--- config.mk ---
export PLATFORM = sky130hd
export DESIGN_NAME = instruction_fetch_flat
export DESIGN_NICKNAME = d
export VERILOG_FILES = /design/src/rtl/instruction_fetch_if.sv /design/src/rtl/instruction_fetch.sv /design/src/flat_wrapper.sv
export SDC_FILE = /design/constraint.sdc
export NUM_CORES = 1
export LEC_CHECK = 0
export CAP_MARGIN = 20
export CORE_MARGIN = 2
export CORE_UTILIZATION = 40
export DETAILED_ROUTE_END_ITERATION = 16
export GPL_ROUTABILITY_DRIVEN = 1
export PLACE_DENSITY = 0.65
export SKIP_LAST_GASP = 1
export SYNTH_ARGS = -nofsm -noshare
export SYNTH_HDL_FRONTEND = slang
export SYNTH_SLANG_ARGS = --single-unit
export TNS_END_PERCENT = 10
--- constraint.sdc ---
create_clock -name clk -period 2.6 [get_ports clk]
set_input_delay 0.26 -clock clk [delete_from_list [all_inputs] [get_ports clk]]
set_output_delay 0.26 -clock clk [all_outputs]
set_load 0.02 [all_outputs]
--- src/rtl/instruction_fetch_if.sv ---
// Bundle of the fetch stage's bus signals: instruction-memory req/ack port,
// decode-side valid/ready port and the execute-stage redirect input.
//
// Handshakes:
//   mem:    mem_req=1 presents mem_addr; mem_ack=1 in the same cycle means the
//           word on mem_rdata belongs to that request. mem_addr stays stable
//           while mem_req=1 and no ack has arrived. Memory never acks while
//           mem_req=0.
//   decode: instr_valid=1 presents instruction/instr_pc. The word is consumed
//           on a cycle with instr_valid=1 and instr_ready=1. instruction and
//           instr_pc stay stable while instr_valid=1 and the word is unconsumed.
//   redirect: a one-cycle pulse on redirect_valid carries redirect_pc; bits
//           [1:0] of the target are ignored.
//
// Modports: master = fetch stage, slave = memory/decode/execute environment.
interface instruction_fetch_if;
  logic        mem_req;
  logic [31:0] mem_addr;
  logic        mem_ack;
  logic [31:0] mem_rdata;
  logic [31:0] instruction;
  logic [31:0] instr_pc;
  logic        instr_valid;
  logic        instr_ready;
  logic        redirect_valid;
  logic [31:0] redirect_pc;

  modport master (
    output mem_req, mem_addr, instruction, instr_pc, instr_valid,
    input  mem_ack, mem_rdata, instr_ready, redirect_valid, redirect_pc
  );

  modport slave (
    input  mem_req, mem_addr, instruction, instr_pc, instr_valid,
    output mem_ack, mem_rdata, instr_ready, redirect_valid, redirect_pc
  );
endinterface

--- src/rtl/instruction_fetch.sv ---
// Fetch stage of the single-issue RV32 core. Owns the PC, requests words from
// instruction memory, holds the returned word for decode and restarts at the
// target on a redirect from execute.
//
// Ports:
//   clk          rising-edge clock
//   rst_n        asynchronous active-low reset
//   bus          instruction_fetch_if.master (memory, decode, redirect signals)
//   fetch_state  debug view of the FSM state (0 FETCH, 1 DRAIN, 2 HOLD)
//   perf_fetched / perf_flushed  only when FETCH_PERF_COUNTER_EN is defined:
//                words handed to decode / fetched words thrown away by a
//                redirect; both wrap at 2^32.
//
// Optional feature macro: FETCH_PERF_COUNTER_EN
module instruction_fetch #(
  parameter logic [31:0] RESET_VECTOR = 32'h0000_0000,
  parameter logic [31:0] NOP_INSTR    = 32'h0000_0013
) (
  input  logic                 clk,
  input  logic                 rst_n,
  instruction_fetch_if.master  bus,
  output logic [1:0]           fetch_state
`ifdef FETCH_PERF_COUNTER_EN
  ,
  output logic [31:0]          perf_fetched,
  output logic [31:0]          perf_flushed
`endif
);

  typedef enum logic [1:0] {
    FETCH = 2'd0,
    DRAIN = 2'd1,
    HOLD  = 2'd2
  } state_t;

  state_t      state;
  logic [31:0] pc;
  logic [31:0] pending_pc;
  logic [31:0] instr_q;
  logic [31:0] instr_pc_q;
  logic        valid_q;
  logic [31:0] redirect_target;
  logic        unused_redirect_bits;

  assign redirect_target      = {bus.redirect_pc[31:2], 2'b00};
  assign unused_redirect_bits = ^bus.redirect_pc[1:0];

  // Gated with rst_n so the request drops the moment reset asserts, even
  // though state already reads FETCH. In DRAIN pc is untouched (the new target
  // waits in pending_pc), so pc is still the in-flight address.
  assign bus.mem_req     = rst_n && (state != HOLD);
  assign bus.mem_addr    = pc;
  assign bus.instruction = instr_q;
  assign bus.instr_pc    = instr_pc_q;
  assign bus.instr_valid = valid_q;
  assign fetch_state     = state;

  always_ff @(posedge clk or negedge rst_n) begin
    if (!rst_n) begin
      state        <= FETCH;
      pc           <= RESET_VECTOR;
      pending_pc   <= '0;
      instr_q      <= NOP_INSTR;
      instr_pc_q   <= RESET_VECTOR;
      valid_q      <= 1'b0;
`ifdef FETCH_PERF_COUNTER_EN
      perf_fetched <= '0;
      perf_flushed <= '0;
`endif
    end else begin
      case (state)
        FETCH: begin
          if (bus.mem_ack) begin
            if (bus.redirect_valid) begin
              // Word arrived but the path changed in the same cycle.
              pc <= redirect_target;
`ifdef FETCH_PERF_COUNTER_EN
              perf_flushed <= perf_flushed + 32'd1;
`endif
            end else begin
              instr_q    <= bus.mem_rdata;
              instr_pc_q <= pc;
              pc         <= pc + 32'd4;
              valid_q    <= 1'b1;
              state      <= HOLD;
            end
          end else if (bus.redirect_valid) begin
            // Request still open: keep its address and wait for the ack.
            pending_pc <= redirect_target;
            state      <= DRAIN;
          end
        end

        DRAIN: begin
          if (bus.mem_ack) begin
            pc    <= bus.redirect_valid ? redirect_target : pending_pc;
            state <= FETCH;
`ifdef FETCH_PERF_COUNTER_EN
            perf_flushed <= perf_flushed + 32'd1;
`endif
          end else if (bus.redirect_valid) begin
            pending_pc <= redirect_target;
          end
        end

        HOLD: begin
          if (bus.redirect_valid) begin
            // Redirect wins over a same-cycle consume; the word is dropped.
            valid_q <= 1'b0;
            pc      <= redirect_target;
            state   <= FETCH;
`ifdef FETCH_PERF_COUNTER_EN
            perf_flushed <= perf_flushed + 32'd1;
`endif
          end else if (bus.instr_ready) begin
            valid_q <= 1'b0;
            state   <= FETCH;
`ifdef FETCH_PERF_COUNTER_EN
            perf_fetched <= perf_fetched + 32'd1;
`endif
          end
        end

        default: begin
          state   <= FETCH;
          valid_q <= 1'b0;
        end
      endcase
    end
  end

endmodule
--- src/flat_wrapper.sv ---
// flat-port wrapper written by rule: the top's interface ports become plain ports
module instruction_fetch_flat 
#(
  parameter logic [31:0] RESET_VECTOR = 32'h0000_0000,
  parameter logic [31:0] NOP_INSTR    = 32'h0000_0013
)
  (clk, rst_n, fetch_state, bus_mem_req, bus_mem_addr, bus_instruction, bus_instr_pc, bus_instr_valid, bus_mem_ack, bus_mem_rdata, bus_instr_ready, bus_redirect_valid, bus_redirect_pc);
  instruction_fetch_if bus_i ();
  input  logic clk;
  input  logic rst_n;
  output logic [1:0] fetch_state;
  output wire logic [$bits(bus_i.mem_req)-1:0] bus_mem_req;
  output wire logic [$bits(bus_i.mem_addr)-1:0] bus_mem_addr;
  output wire logic [$bits(bus_i.instruction)-1:0] bus_instruction;
  output wire logic [$bits(bus_i.instr_pc)-1:0] bus_instr_pc;
  output wire logic [$bits(bus_i.instr_valid)-1:0] bus_instr_valid;
  input wire logic [$bits(bus_i.mem_ack)-1:0] bus_mem_ack;
  input wire logic [$bits(bus_i.mem_rdata)-1:0] bus_mem_rdata;
  input wire logic [$bits(bus_i.instr_ready)-1:0] bus_instr_ready;
  input wire logic [$bits(bus_i.redirect_valid)-1:0] bus_redirect_valid;
  input wire logic [$bits(bus_i.redirect_pc)-1:0] bus_redirect_pc;
  assign bus_mem_req = bus_i.mem_req;
  assign bus_mem_addr = bus_i.mem_addr;
  assign bus_instruction = bus_i.instruction;
  assign bus_instr_pc = bus_i.instr_pc;
  assign bus_instr_valid = bus_i.instr_valid;
  assign bus_i.mem_ack = bus_mem_ack;
  assign bus_i.mem_rdata = bus_mem_rdata;
  assign bus_i.instr_ready = bus_instr_ready;
  assign bus_i.redirect_valid = bus_redirect_valid;
  assign bus_i.redirect_pc = bus_redirect_pc;
  instruction_fetch #(.RESET_VECTOR(RESET_VECTOR), .NOP_INSTR(NOP_INSTR)) u_core (.clk(clk), .rst_n(rst_n), .bus(bus_i), .fetch_state(fetch_state));
endmodule
==> qor.yml <==
timing:
  fin_crit_ns: 2.434
  clock-skew-final_ns: 0.008857
  max-slew-margin-rel_pct: 51.65
  post-route-period-util_pct: 93.63
  final-setup-viol-count: 0
  rsz0062_at_grt: "no"
  slew_viol_final: 0
  tns_ns: 0
  max_slew.worst_pin.slew_ns: 0.7253
  max_freq_ghz: 0.4108
  final-hold-violation-count: 24
  hold_slack_ns: -0.04592
pwr:
  ir_drop_mv: 0.6332
  power_density_nw_per_um2: 1377
  leakagePower_nw: 3.733
die:
  initial_utilization_pct: 41.17
  io_pins: 169
  core-area_um2: 16000
  die_x_um: 132.3
  rows: 46
  dieArea_um2: 17510
  die_h_um: 132.3
worst_setup_path:
  worst-endpoint-required_ns: 2.89
  worst_setup_path_end_kind: "register"
  regToRegSetupSlack_ns: 0.17
  slowest_delay_ns: 0.48
  critical_path_class: "register to register"
  start_kind: "register"
  path_max_fanout: 36
  cp_num_buf_inv: 2
  crit_cells: 8
  endpoint: "u_core.bus.mem_addr[10]"
  rr_endpoint: "u_core.bus.mem_addr[10]"
  r2r_cells: 8
  reg2reg_from: "u_core.fetch_state[0]"
  crit_family: "compound AO/OA/AOI/OAI gates"
  cp-startpoint: "u_core.fetch_state[0]"
  crit_slowest_cell: "dfrtp_1"
  crit_arrival_ns: 2.72
  cp_cell_sequence: "inv_1, ha_1, o21ba_1, or3_1, buf_4, a221o_1, o21ai_0, o31ai_1"
place:
  gp_congestion: 0.8631
  port_buffers: 166
  hpwl_um: 12820
global_route:
  grt_max_degree: 132
  grt_use_total_pct: 21.99
  grt_pass1_wl_um: 30480
  grt_pass1_vias: 5737
  grt_overflow_total: 0
  antenna_found_initial: 0
run_status:
  status: "finished, violations left"
  violations: "hold timing"
synth:
  ys_top_cells_by_count: "dfrtp_1 (128), mux2_2 (94), nand2_1 (46)"
  yosysMostFrequentCell: "dfrtp_1"
  synthArstFlopShare_pct: 100.0
  synthAdderAreaFrac_pct: 0.9497
  avgSynthCellArea_um2: 11.13
  synth-seq-cells: 131
  synth_ff_type: "dfrtp_1"
  yosys-top-cells-area: "dfrtp_1 (49%), mux2_2 (16%), a21oi_1 (3.0%), nand2_1 (2.6%), o21ai_0 (2.4%)"
  yosysTopAreaCellShare_pct: 48.62
  synth_top_family_by_area: "multiplexers"
  synth_edf_count: 0
  synth-seq-area-share_pct: 49.82
  synthMuxAreaShare_pct: 17.74
  yosys.area_share.simple_pct: 11.83
  syn_area_um2: 6588
  synth_top_area_cell: "dfrtp_1"
  syn-instance-count: 592
  synth_compound_area_share_pct: 14.61
  yosys_warnings: 0
  synthesis.nets: 666
  ys_types: 67
  synth_xor_xnor_area_share_pct: 0.6648
clock_tree:
  clk_latency_ns: 0.42
  cts-buffers-inserted: 17
  cts_tree: "done"
  clock_sinks: 131
  path_clk_slew_ns: 0.06
  cts-root-buf: "clkbuf_16"
  cts_htree_levels: 4
  cts_buffer_depth: 2
  post_cts_buffers: 0
hold_path:
  hold_class: "input port to asynchronous set/reset pin"
job:
  drv_cap: 0
routing:
  route.vias.total: 5557
  first_pass_iters: 5
  wirelength_um: 18670
  post_drt_wl_per_cell_um: 18.89
  drt-initial-drc-count: 448
  drc_errors: 0
  antenna_left: 0
  viasPerCell: 5.624
cells_and_area:
  drive_gt1_share_pct: 21.24
  area_growth_pct: 38.23
  fin_util_pct: 56.91
  nFillCells: 1378
  antenna_cells: 0
  final_nets: 833
## flip-flops by register name (all words and copies together), names as in the netlist
register / flops
u_core.bus.instr_valid: 1
u_core.pending_pc: 32
u_core.fetch_state: 2
u_core.bus.mem_addr: 32
u_core.bus.instruction: 32
u_core.bus.instr_pc: 32
## stage by stage
stage                     std cells  setup WS (ns)  total power, W  area (um^2)  hold slack (ns)
after floorplan                 592         0.3390        0.007501         6588         -0.03559
after global placement          956         0.3251        0.009981         8522           0.4542
after detailed placement        956         0.2226         0.01019         8522           0.4514
after CTS                       988         0.1015         0.01263         9104         0.004926
after global routing            988        0.04658         0.01332         9106          0.02527
final                           988         0.1655         0.01254         9106         -0.04592
## per-layer routing
layer / GRT usage, % / wire length (um) / up-vias
li1: - / - / 2551
met1: 28.55 / 7964 / 2735
met2: 34.17 / 8699 / 233
met3: 7.574 / 1571 / 38
met4: 8.005 / 431 / 0
met5: 0 / 0 / -
## power by group
part | total [W] | internal, W | switching [W]
logic | 0.00626 | 0.00305 | 0.00321
registers | 0.00392 | 0.00304 | 0.000881
clock network | 0.00236 | 0.00148 | 0.000878
## logic make-up (layout without fill, tap and decap cells)
family,after synthesis,in the layout
simple gates,147,147
compound gates,145,145
flops,131,131
mux,105,105
buf+inv,54,234
fa+ha+maj,5,5
xor+xnor,5,5
## worst reg2reg max path: stages (launching register included)
cell and delay (ns):
dfrtp_1 0.48, inv_1 0.12, ha_1 0.30, o21ba_1 0.28, or3_1 0.37, buf_4 0.27, a221o_1 0.32, o21ai_0 0.07
o31ai_1 0.09
## worst min-delay path by stage
stage / start / endpoint / slack (ns) / cells past startpoint
after detailed placement: rst_n / u_core.bus.instruction[2] / 0.45 / 2
after global placement: rst_n / u_core.bus.instruction[2] / 0.45 / 2
final: rst_n / u_core.pending_pc[4] / -0.05 / 2
after CTS: rst_n / u_core.bus.mem_addr[2] / 0.005 / 2
after global routing: rst_n / u_core.bus.instr_pc[8] / 0.03 / 2
after floorplan: rst_n / u_core.bus.instr_pc[0] / -0.04 / 0
## area by class of cell
type	count	area [um^2]	share of cell area, %
flip-flops and latches	131	3282	36.04
inverters	10	37.54	0.4122
multi-input cells	407	3029	33.26
clock buffers	23	478.0	5.249
repair buffers	192	1906	20.93
well taps	216	270.3	2.968
clock inverters	9	103.9	1.140
## cells in the final DEF (no fill, tap or decap), types with 9 or more instances in the layout
| cell | n |
|---|---|
| mux2i_1 | 11 |
| nand3_1 | 12 |
| nand2_1 | 46 |
| o31ai_1 | 9 |
| dfrtp_1 | 128 |
| nor3_1 | 9 |
| buf_4 | 22 |
| mux2_2 | 94 |
| a21oi_1 | 40 |
| clkbuf_16 | 17 |
| nand4_1 | 14 |
| o21ai_0 | 32 |
| nor2_1 | 21 |
| clkdlybuf4s50_1 | 163 |
## repair_timing
item / CTS / global route
endpoints found under the setup margin: 0 / 1
gates resized for setup: 0 / 1
hold endpoints to repair: 0 / 0
hold buffers: 0 / 0
Power figures use the tool's default switching activity.
